$ cat src/rtl/multi_fetch_gen_if.sv
// Fetch packet channel from the fetch stage to the instruction buffer.
// Handshake: the stage presents a packet whenever any fetch_valid_o bit is
// set; the buffer takes the whole packet on a rising edge where
// fetch_ready_i is high. The packet holds steady while it waits for ready.
interface multi_fetch_gen_if #(
   parameter int FETCH_WIDTH = 4,
   parameter int XLEN        = 32
);
   logic [FETCH_WIDTH-1:0]      fetch_valid_o;
   logic                        fetch_ready_i;
   logic [FETCH_WIDTH*XLEN-1:0] fetch_pc_o;
   logic [FETCH_WIDTH*32-1:0]   fetch_inst_o;
   logic [FETCH_WIDTH-1:0]      fetch_pred_taken_o;
   logic [XLEN-1:0]             fetch_pred_target_o;

   modport master (
      output fetch_valid_o, fetch_pc_o, fetch_inst_o,
             fetch_pred_taken_o, fetch_pred_target_o,
      input  fetch_ready_i
   );

   modport slave (
      input  fetch_valid_o, fetch_pc_o, fetch_inst_o,
             fetch_pred_taken_o, fetch_pred_target_o,
      output fetch_ready_i
   );
endinterface

$ cat src/rtl/multi_fetch_gen.sv
// N-wide fetch stage: holds the fetch PC, predecodes the instruction group
// returned by imem for static branch prediction (JAL and backward branches
// taken), cuts the group after the first taken slot and registers it into the
// output packet. Resolve-port redirects override everything else.
module multi_fetch_gen #(
   parameter int              FETCH_WIDTH    = 4,
   parameter int              NUM_RESOLVE    = 3,
   parameter int              XLEN           = 32,
   parameter logic [XLEN-1:0] RESET_PC       = '0,
   parameter int              ALIGNED_GROUPS = 0,
   parameter int              CNT_W          = 16
) (
   input  logic                          clk,
   input  logic                          reset,
   output logic [XLEN-1:0]               imem_addr_o,
   input  logic [FETCH_WIDTH*32-1:0]     imem_rdata_i,
   input  logic                          stall_i,
   input  logic [NUM_RESOLVE-1:0]        redirect_valid_i,
   input  logic [NUM_RESOLVE*XLEN-1:0]   redirect_pc_i,
   multi_fetch_gen_if.master             fetch,
   output logic [CNT_W-1:0]              perf_groups_o,
   output logic [CNT_W-1:0]              perf_redirects_o
);

   localparam logic [6:0] OP_JAL    = 7'b1101111;
   localparam logic [6:0] OP_BRANCH = 7'b1100011;

   logic [XLEN-1:0]        pc_q;
   logic [XLEN-1:0]        slot_pc  [FETCH_WIDTH];
   logic [XLEN-1:0]        slot_tgt [FETCH_WIDTH];
   logic [XLEN-1:0]        j_imm    [FETCH_WIDTH];
   logic [XLEN-1:0]        b_imm    [FETCH_WIDTH];
   logic [FETCH_WIDTH-1:0] raw_valid;
   logic [FETCH_WIDTH-1:0] slot_taken;
   logic [XLEN-1:0]        grp_off;

   logic [FETCH_WIDTH-1:0]      grp_valid;
   logic [FETCH_WIDTH-1:0]      grp_taken;
   logic [XLEN-1:0]             grp_target;
   logic [FETCH_WIDTH*XLEN-1:0] grp_pc;
   logic [XLEN-1:0]             n_valid;
   logic                        found;
   logic [XLEN-1:0]             next_pc;

   logic                        any_redirect;
   logic [XLEN-1:0]             redirect_pc;
   logic                        out_busy;
   logic                        out_accept;
   logic                        advance;

   assign imem_addr_o = pc_q;

   // Per-slot PC, raw validity (alignment window) and static prediction.
   always_comb begin
      grp_off = (pc_q >> 2) & XLEN'(FETCH_WIDTH - 1);
      for (int i = 0; i < FETCH_WIDTH; i++) begin
         slot_pc[i] = pc_q + XLEN'(4 * i);
         j_imm[i] = {{(XLEN-20){imem_rdata_i[i*32+31]}},
                     imem_rdata_i[i*32+12 +: 8], imem_rdata_i[i*32+20],
                     imem_rdata_i[i*32+21 +: 10], 1'b0};
         b_imm[i] = {{(XLEN-12){imem_rdata_i[i*32+31]}},
                     imem_rdata_i[i*32+7], imem_rdata_i[i*32+25 +: 6],
                     imem_rdata_i[i*32+8 +: 4], 1'b0};
         if (ALIGNED_GROUPS != 0)
            raw_valid[i] = (grp_off + XLEN'(i)) < XLEN'(FETCH_WIDTH);
         else
            raw_valid[i] = 1'b1;
         slot_taken[i] = 1'b0;
         slot_tgt[i]   = '0;
         if (imem_rdata_i[i*32 +: 7] == OP_JAL) begin
            slot_taken[i] = 1'b1;
            slot_tgt[i]   = slot_pc[i] + j_imm[i];
         end else if (imem_rdata_i[i*32 +: 7] == OP_BRANCH) begin
            // Backward branches (negative offset) are predicted taken.
            slot_taken[i] = imem_rdata_i[i*32+31];
            slot_tgt[i]   = slot_pc[i] + b_imm[i];
         end
      end
   end

   // Truncate the group after the first taken slot and form the next PC.
   always_comb begin
      found      = 1'b0;
      grp_valid  = '0;
      grp_taken  = '0;
      grp_target = '0;
      grp_pc     = '0;
      n_valid    = '0;
      for (int i = 0; i < FETCH_WIDTH; i++) begin
         grp_pc[i*XLEN +: XLEN] = slot_pc[i];
         if (raw_valid[i] && !found) begin
            grp_valid[i] = 1'b1;
            n_valid      = n_valid + XLEN'(1);
            if (slot_taken[i]) begin
               found        = 1'b1;
               grp_taken[i] = 1'b1;
               grp_target   = slot_tgt[i];
            end
         end
      end
      next_pc = found ? grp_target : pc_q + (n_valid << 2);
   end

   // Oldest (lowest-index) redirect wins; scanning downward lets it overwrite.
   always_comb begin
      any_redirect = |redirect_valid_i;
      redirect_pc  = '0;
      for (int j = NUM_RESOLVE - 1; j >= 0; j--) begin
         if (redirect_valid_i[j])
            redirect_pc = redirect_pc_i[j*XLEN +: XLEN];
      end
   end

   assign out_busy   = |fetch.fetch_valid_o;
   assign out_accept = out_busy & fetch.fetch_ready_i;
   assign advance    = ~stall_i & (~out_busy | fetch.fetch_ready_i);

   // PC and output packet: redirect squashes, otherwise capture or drain.
   always_ff @(posedge clk or posedge reset) begin
      if (reset) begin
         pc_q                      <= RESET_PC;
         fetch.fetch_valid_o       <= '0;
         fetch.fetch_pc_o          <= '0;
         fetch.fetch_inst_o        <= '0;
         fetch.fetch_pred_taken_o  <= '0;
         fetch.fetch_pred_target_o <= '0;
      end else if (any_redirect) begin
         pc_q                      <= redirect_pc;
         fetch.fetch_valid_o       <= '0;
         fetch.fetch_pc_o          <= '0;
         fetch.fetch_inst_o        <= '0;
         fetch.fetch_pred_taken_o  <= '0;
         fetch.fetch_pred_target_o <= '0;
      end else if (advance) begin
         pc_q                      <= next_pc;
         fetch.fetch_valid_o       <= grp_valid;
         fetch.fetch_pc_o          <= grp_pc;
         fetch.fetch_inst_o        <= imem_rdata_i;
         fetch.fetch_pred_taken_o  <= grp_taken;
         fetch.fetch_pred_target_o <= grp_target;
      end else if (out_accept) begin
         fetch.fetch_valid_o       <= '0;
      end
   end

   // Saturating performance counters; a squashed packet is not counted.
   always_ff @(posedge clk or posedge reset) begin
      if (reset) begin
         perf_groups_o    <= '0;
         perf_redirects_o <= '0;
      end else begin
         if (out_accept && !any_redirect && perf_groups_o != '1)
            perf_groups_o <= perf_groups_o + CNT_W'(1);
         if (any_redirect && perf_redirects_o != '1)
            perf_redirects_o <= perf_redirects_o + CNT_W'(1);
      end
   end

endmodule
$ cat src/flat_wrapper.sv
// flat-port wrapper written by rule: the top's interface ports become plain ports
module multi_fetch_gen_flat 
#(
   parameter int              FETCH_WIDTH    = 4,
   parameter int              NUM_RESOLVE    = 3,
   parameter int              XLEN           = 32,
   parameter logic [XLEN-1:0] RESET_PC       = '0,
   parameter int              ALIGNED_GROUPS = 0,
   parameter int              CNT_W          = 16
)
  (clk, reset, imem_addr_o, imem_rdata_i, stall_i, redirect_valid_i, redirect_pc_i, perf_groups_o, perf_redirects_o, fetch_fetch_valid_o, fetch_fetch_pc_o, fetch_fetch_inst_o, fetch_fetch_pred_taken_o, fetch_fetch_pred_target_o, fetch_fetch_ready_i);
  multi_fetch_gen_if #(.FETCH_WIDTH(FETCH_WIDTH), .XLEN(XLEN)) fetch_i ();
  input  logic clk;
  input  logic reset;
  output logic [XLEN-1:0] imem_addr_o;
  input  logic [FETCH_WIDTH*32-1:0] imem_rdata_i;
  input  logic stall_i;
  input  logic [NUM_RESOLVE-1:0] redirect_valid_i;
  input  logic [NUM_RESOLVE*XLEN-1:0] redirect_pc_i;
  output logic [CNT_W-1:0] perf_groups_o;
  output logic [CNT_W-1:0] perf_redirects_o;
  output wire logic [$bits(fetch_i.fetch_valid_o)-1:0] fetch_fetch_valid_o;
  output wire logic [$bits(fetch_i.fetch_pc_o)-1:0] fetch_fetch_pc_o;
  output wire logic [$bits(fetch_i.fetch_inst_o)-1:0] fetch_fetch_inst_o;
  output wire logic [$bits(fetch_i.fetch_pred_taken_o)-1:0] fetch_fetch_pred_taken_o;
  output wire logic [$bits(fetch_i.fetch_pred_target_o)-1:0] fetch_fetch_pred_target_o;
  input wire logic [$bits(fetch_i.fetch_ready_i)-1:0] fetch_fetch_ready_i;
  assign fetch_fetch_valid_o = fetch_i.fetch_valid_o;
  assign fetch_fetch_pc_o = fetch_i.fetch_pc_o;
  assign fetch_fetch_inst_o = fetch_i.fetch_inst_o;
  assign fetch_fetch_pred_taken_o = fetch_i.fetch_pred_taken_o;
  assign fetch_fetch_pred_target_o = fetch_i.fetch_pred_target_o;
  assign fetch_i.fetch_ready_i = fetch_fetch_ready_i;
  multi_fetch_gen #(.FETCH_WIDTH(FETCH_WIDTH), .NUM_RESOLVE(NUM_RESOLVE), .XLEN(XLEN), .RESET_PC(RESET_PC), .ALIGNED_GROUPS(ALIGNED_GROUPS), .CNT_W(CNT_W)) u_core (.clk(clk), .reset(reset), .imem_addr_o(imem_addr_o), .imem_rdata_i(imem_rdata_i), .stall_i(stall_i), .redirect_valid_i(redirect_valid_i), .redirect_pc_i(redirect_pc_i), .fetch(fetch_i), .perf_groups_o(perf_groups_o), .perf_redirects_o(perf_redirects_o));
endmodule
$ cat config.mk
export PLATFORM = sky130hd
export DESIGN_NAME = multi_fetch_gen_flat
export DESIGN_NICKNAME = d
export VERILOG_FILES = /design/src/rtl/multi_fetch_gen_if.sv /design/src/rtl/multi_fetch_gen.sv /design/src/flat_wrapper.sv
export SDC_FILE = /design/constraint.sdc
export NUM_CORES = 2
export LEC_CHECK = 0
export BUFFER_PORTS_ARGS = -buffer_cell sky130_fd_sc_hd__buf_2
export CORE_UTILIZATION = 28
export CTS_CLUSTER_SIZE = 28
export DETAILED_ROUTE_END_ITERATION = 6
export SYNTH_ARGS = -nofsm -noshare
export SYNTH_HDL_FRONTEND = slang
export SYNTH_SLANG_ARGS = --single-unit
$ cat constraint.sdc
create_clock -name clk -period 14.29 [get_ports clk]
set_clock_uncertainty 0.1 [all_clocks]
set_input_delay 0.7145 -clock clk [delete_from_list [all_inputs] [get_ports clk]]
set_output_delay 0.7145 -clock clk [all_outputs]
set_load 0.05 [all_outputs]
; Word-level counts from Yosys, hierarchy flattened
; Index checks and enable logic that the tools add are counted.
[op_classes]
n_addsub = 16
muxes = 56
n_eq_ne = 10
n_reduce_logical = 8
bitwise = 5
[ops]
columns = operator, n
row1 = 32-bit two-way mux, 23
row2 = 128-bit two-way mux, 4
row3 = 32-bit adder, 9
row4 = "32-bit by 4-bit adder with 32-bit output, second input constant", 2
row5 = "7-bit equality test, second input constant", 8
row6 = "16-bit by 1-bit adder with 16-bit output, second input constant", 2
row7 = "32-bit by 3-bit adder with 32-bit output, second input constant", 1
row8 = "16-bit inequality test, second input constant", 2
row9 = "30-bit by 1-bit adder with 30-bit output, second input constant", 1
row10 = 30-bit two-way mux, 1
row11 = 1-bit two-way mux, 21
row12 = 4-bit two-way mux, 5
row13 = 4-bit OR reduction, 1
row14 = "2-bit by 1-bit adder with 3-bit output, second input constant", 1
row15 = 1-bit logical AND, 3
row16 = 3-bit two-way mux, 1
row17 = 3-bit nonzero test, 1
row18 = 3-bit OR reduction, 1
row19 = 1-bit AND, 2
row20 = 2-bit two-way mux, 1
row21 = 1-bit inverter, 2
row22 = 2-bit nonzero test, 1
row23 = 1-bit logical NOT, 1
row24 = 1-bit OR, 1
[word_totals]
register_bits = 360
output_inout_bits = 360
wordCells = 103
inputBits = 231

; Longest topological paths before layout
[depth]
depth_word = 13
mapped_depth = 20
ltp_nobuf = 18

; Worst setup path after synthesis
; Ideal clock, no wire load.
[synth_path]
path_kind = register to register
from = reg u_core.pc_q[2], in the netlist u_core.imem_addr_o[2]
to = reg u_core.pc_q[22], in the netlist u_core.imem_addr_o[22]
path_stages_with_launch = 19
path_slack_ns = 9.078
setup_time_ns = 0.123
arrival_time_ns = 4.989
path_buffers = 1
path_cell_list = dfrtp_1 > buf_4 > inv_1 > ha_1 > nor2_1 > nand3_1 > nor2_1 > nand3_1 > xnor2_1 > ha_1 > a21o_1 > a21o_1 > a21oi_1 > o21ai_0 > o41ai_1 > o211ai_1 > a222oi_1 > nand4_1 > o221a_2
[synth_between]
elab_chain_len = 13
elab_cells_between_ends = 30
classes_between = add/sub: 12 / mux: 18
[synth_lines]
columns = element, line_no
row1 = start: declaration, multi_fetch_gen.sv:28  ; logic [XLEN-1:0] pc_q;
row2 = start signal: assignment, multi_fetch_gen.sv:128  ; pc_q <= redirect_pc;
row3 = start signal: assignment, multi_fetch_gen.sv:135  ; pc_q <= next_pc;
row4 = 32-bit by 3-bit adder with 32-bit output / 32-bit adder (equally long branches), "multi_fetch_gen.sv:57, multi_fetch_gen.sv:76"
row5 = 32-bit adder / 32-bit two-way mux (equally long branches), "multi_fetch_gen.sv:76, multi_fetch_gen.sv:73"
row6 = 32-bit two-way mux (on tied branches), "multi_fetch_gen.sv:73, multi_fetch_gen.sv:70"
row7 = 32-bit two-way mux (on tied branches), "multi_fetch_gen.sv:70, multi_fetch_gen.sv:94"
row8 = 32-bit two-way mux, multi_fetch_gen.sv:94  ; if (slot_taken[i]) begin
row9 = 32-bit two-way mux, multi_fetch_gen.sv:91  ; if (raw_valid[i] && !found) begin
row10 = 32-bit two-way mux, multi_fetch_gen.sv:94
row11 = 32-bit two-way mux, multi_fetch_gen.sv:91
row12 = 32-bit two-way mux, multi_fetch_gen.sv:94
row13 = 32-bit two-way mux, multi_fetch_gen.sv:91
row14 = 32-bit two-way mux *, multi_fetch_gen.sv:101  ; next_pc = found ? grp_target : pc_q + (n_valid << 2);
row15 = 32-bit two-way mux *, multi_fetch_gen.sv:134  ; end else if (advance) begin
row16 = 32-bit two-way mux *, multi_fetch_gen.sv:127  ; end else if (any_redirect) begin
; Mark *: on every way between the ends. The rest lies on a longest branch, timed or not. The select of a mux whose other input is x is not followed.
; A chain may end at the register's enable or synchronous reset.

; Final worst setup path
[layout_path]
from = reg u_core.pc_q[14], in the netlist u_core.imem_addr_o[14]
to = reg u_core.fetch.fetch_pred_target_o[29] (netlist name)
[layout_between]
elab_chain_len = 12
elab_cells_between_ends = 28
classes_between = add/sub: 11 / mux: 17
[layout_lines]
columns = element, line_no
row1 = 32-bit by 3-bit adder with 32-bit output / 32-bit adder (equally long branches), "multi_fetch_gen.sv:57, multi_fetch_gen.sv:76"
row2 = 32-bit adder / 32-bit two-way mux (equally long branches), "multi_fetch_gen.sv:76, multi_fetch_gen.sv:73"
row3 = 32-bit two-way mux (on tied branches), "multi_fetch_gen.sv:73, multi_fetch_gen.sv:70"
row4 = 32-bit two-way mux (on tied branches), "multi_fetch_gen.sv:70, multi_fetch_gen.sv:94"
row5 = 32-bit two-way mux, multi_fetch_gen.sv:94
row6 = 32-bit two-way mux, multi_fetch_gen.sv:91
row7 = 32-bit two-way mux, multi_fetch_gen.sv:94
row8 = 32-bit two-way mux, multi_fetch_gen.sv:91
row9 = 32-bit two-way mux, multi_fetch_gen.sv:94
row10 = 32-bit two-way mux *, multi_fetch_gen.sv:91
row11 = 32-bit two-way mux *, multi_fetch_gen.sv:134
row12 = 32-bit two-way mux *, multi_fetch_gen.sv:127
row13 = end signal: assignment, multi_fetch_gen.sv:140  ; fetch.fetch_pred_target_o <= grp_target;
row14 = end: declaration, multi_fetch_gen_if.sv:18  ; fetch_pred_taken_o, fetch_pred_target_o,
; Marked as above.

==> flow_metrics.env <==
export IMPL_outcome="complete, but fails checks"
export IMPL_violations="design-rule violations"
export IMPL_stdcell_count=5803
export IMPL_syn_to_final_growth_pct=20.0
export IMPL_finalInstanceArea_um2=35600
export IMPL_r2r_start="u_core.imem_addr_o[14]"
export IMPL_synth_seq_area_share_pct=29.7
export IMPL_clk_pin_slew_ns=0.06
export IMPL_hold_viol_final=0
export IMPL_dp_hpwl_um=130000
export IMPL_whs_ns=0.0620
export IMPL_final_common_cell="nand2_1"
export IMPL_die_area_um2=107000
export IMPL_required_ns=14.73
export IMPL_clockRootBuffer="clkbuf_16"
export IMPL_cp_max_fo=17
export IMPL_finalSetupTns_ns=0
export IMPL_postCtsSetupRepairBufs=0
export IMPL_hold_path_class="input port to asynchronous set/reset pin"
export IMPL_antenna_left=0
export IMPL_cp_slowest_cell="dfrtp_1"
export IMPL_overflow=0
export IMPL_initial_core_util_pct=28.2
export IMPL_min_period_ns=7.38
export IMPL_max_cap_viol_count=0
export IMPL_synth_edff_count=0
export IMPL_wl_per_cell_um=28.2
export IMPL_ios=591
export IMPL_crit_buf_inv=0
export IMPL_place_gp_congestion=1.04
export IMPL_end_kind="flip-flop"
export IMPL_hold_buffers=0
export IMPL_synth_warnings=0
export IMPL_ctsHtreeMaxLevel=2
export IMPL_synthArstFlopShare_pct=100
export IMPL_rows=119
export IMPL_startpoint="u_core.imem_addr_o[14]"
export IMPL_vdd_drop_max_mv=0.0859
export IMPL_ys_ff_latch=352
export IMPL_worst_pin_slew_ns=1.26
export IMPL_setup_ws_ns=6.91
export IMPL_critPathLaunchType="flip-flop"
export IMPL_fin_crit_sh_pct=51.6
export IMPL_avgSynthCellArea_um2=7.60
export IMPL_rsz0062_at_grt="false"
export IMPL_critical_path_top_delay_family="simple AND/OR/NAND/NOR gates"
export IMPL_die_x_um=328
export IMPL_cts_buffer_depth=3
export IMPL_drt_total_wl_um=164000
export IMPL_post_route_drc_count=6
export IMPL_setup_violations=0
export IMPL_cts_resized=0
export IMPL_syn_num_nets=4334
export IMPL_grt_pass1_wl_um=229000
export IMPL_worstPathArrival_ns=7.82
export IMPL_worst_skew_pair_late_latency_ns=0.65
export IMPL_grt_pass1_vias=31417
export IMPL_dpl_instance_area_um2=34000
export IMPL_p_leak_nw=16.5
export IMPL_io_buffers=590
export IMPL_post_place_ws_ns=7.26
export IMPL_num_vias=33577
export IMPL_slew_headroom_pct=16.0
export IMPL_fill_cells=11325
export IMPL_fmax_ghz=0.136
export IMPL_cpPeakStageDelay_ns=0.99
export IMPL_synth_distinct_cells=87
export IMPL_first_iter_violations=3917
export IMPL_synth_top_flop_cell="dfrtp_1"
export IMPL_drive_above_1_share_pct=18.2
export IMPL_numCtsBuffers=45
export IMPL_place_inst=5715
export IMPL_fp_dieH_um=328
export IMPL_grt_util_all_layers_pct=29.3
export IMPL_grt_max_degree=114
export IMPL_netlist_area_um2=29700
export IMPL_drv_slew=0
export IMPL_p_per_area_nw_per_um2=109
export IMPL_critPathKind="flip-flop to flip-flop"
export IMPL_first_pass_iters=7
export IMPL_worstPathCellList="nand4_1 -> nor3_1 -> nand3_1 -> or3_1 -> nor2_1 -> nand2_1 -> xnor2_1 -> ha_1 -> and4_1 -> a221oi_1 -> o21a_1 -> o21ai_0 -> a21o_1 -> a2111oi_0 -> nor2_1 -> a22oi_1 -> nand2_1"
export IMPL_core_um2=105000
export IMPL_multi_input_comb_area_um2=19700
export IMPL_final_cell_mix="nand2_1 (625), buf_2 (590), a21oi_1 (427), nor2_1 (394), dfrtp_1 (352)"
export IMPL_register_area_um2=8810
export IMPL_antenna_found_initial=8
export IMPL_viasPerCell=5.79
export IMPL_cts_sinks=352
export IMPL_cts_tree="yes"
export IMPL_syn_inst=3907
export IMPL_nets=4798
Yosys cell counts (15+ instances only):
| master | number | area [um^2] |
|---|---|---|
| xor2_1 | 80 | 701 |
| o22ai_1 | 37 | 231 |
| a21boi_0 | 19 | 143 |
| a221oi_1 | 28 | 245 |
| o31ai_1 | 20 | 150 |
| o21ai_0 | 212 | 1060 |
| a221o_1 | 15 | 150 |
| a31oi_1 | 44 | 275 |
| ha_1 | 187 | 2340 |
| nor3_1 | 164 | 821 |
| or3_1 | 29 | 181 |
| o221ai_1 | 27 | 236 |
| o21bai_1 | 27 | 203 |
| o21a_1 | 34 | 255 |
| nand2_1 | 626 | 2350 |
| and3_1 | 49 | 307 |
| mux2i_1 | 15 | 150 |
| a211oi_1 | 50 | 375 |
| nor2b_1 | 17 | 106 |
| xnor2_1 | 140 | 1230 |
| nand4_1 | 53 | 332 |
| nor4_1 | 19 | 119 |
| nand3_1 | 97 | 485 |
| and2_1 | 27 | 169 |
| a22oi_1 | 46 | 345 |
| o211ai_1 | 44 | 330 |
| a21oi_1 | 427 | 2140 |
| inv_1 | 63 | 236 |
| dfrtp_1 | 352 | 8810 |
| a21o_1 | 88 | 661 |
| clkbuf_1 | 224 | 841 |
| nand2b_1 | 24 | 150 |
| nor2_1 | 399 | 1500 |
routing by layer:
| metal | wire length, um | vias to the layer above | global-route usage, % |
|---|---|---|---|
| met1 | 67300 | 16296 | 38.2 |
| met2 | 70900 | 1824 | 44.7 |
| met3 | 16500 | 327 | 7.99 |
| met5 | 217 | - | 1.15 |
| met4 | 8620 | 8 | 13.9 |
| li1 | - | 15122 | - |
layout make-up:
type	count	area share, %
clock inverters	25	0.910
clock buffers	57	3.48
repair buffers	664	9.85
inverters	63	0.685
flip-flops and latches	352	24.7
diodes	6	0.0422
well taps	1391	4.89
multi-input cells	3245	55.4
sequential cells by signal, indices dropped and copies added, names as in the netlist:
name	cells
u_core.imem_addr_o	32
u_core.fetch.fetch_pred_target_o	32
u_core.perf_redirects_o	16
u_core.fetch.fetch_pc_o	120
u_core.fetch.fetch_pred_taken_o	4
u_core.fetch.fetch_inst_o	128
u_core.fetch.fetch_valid_o	4
u_core.perf_groups_o	16
metrics by stage:
stage	util (%)	total power, mW
floorplan	-	2.10
finish	33.8	3.89
global route	33.8	4.06
global placement	32.3	2.64
CTS	33.8	3.88
detailed placement	32.3	2.63
worst register-to-register path, cell delays in order, from the launching register on:
cell and delay (ns):
dfrtp_1 0.99, nand4_1 0.63, nor3_1 0.84, nand3_1 0.36, or3_1 0.49, nor2_1 0.16
nand2_1 0.18, xnor2_1 0.30, ha_1 0.43, and4_1 0.27, a221oi_1 0.69, o21a_1 0.30
o21ai_0 0.13, a21o_1 0.18, a2111oi_0 0.80, nor2_1 0.16, a22oi_1 0.19, nand2_1 0.07
power breakdown:
part,internal (mW),leakage (nW),switching (mW)
Sequential,1.04,4.80,0.0652
Combinational,0.470,10.9,1.09
Clock,0.712,0.754,0.517
final timing paths:
check                      slack [ns]  depth (start not counted)                              endpoint
setup / recovery                 6.91                         17  u_core.fetch.fetch_pred_target_o[29]
hold / removal                   0.06                          2          u_core.fetch.fetch_inst_o[5]
setup reg to reg                 6.91                         17  u_core.fetch.fetch_pred_target_o[29]
hold reg to reg                  0.38                          2  u_core.fetch.fetch_pred_target_o[14]
max in group asynchronous       11.04                          5          u_core.fetch.fetch_pc_o[105]
min in group clk                 0.22                          3                u_core.imem_addr_o[19]
cell families after synthesis:
logic type | share of synthesized area, %
flops | 29.7
fa+ha+maj | 8.49
compound gates | 26.8
xor+xnor | 6.57
simple gates | 23.7
mux | 0.771
buf+inv | 4.08
Power figures use the tool's default switching activity.
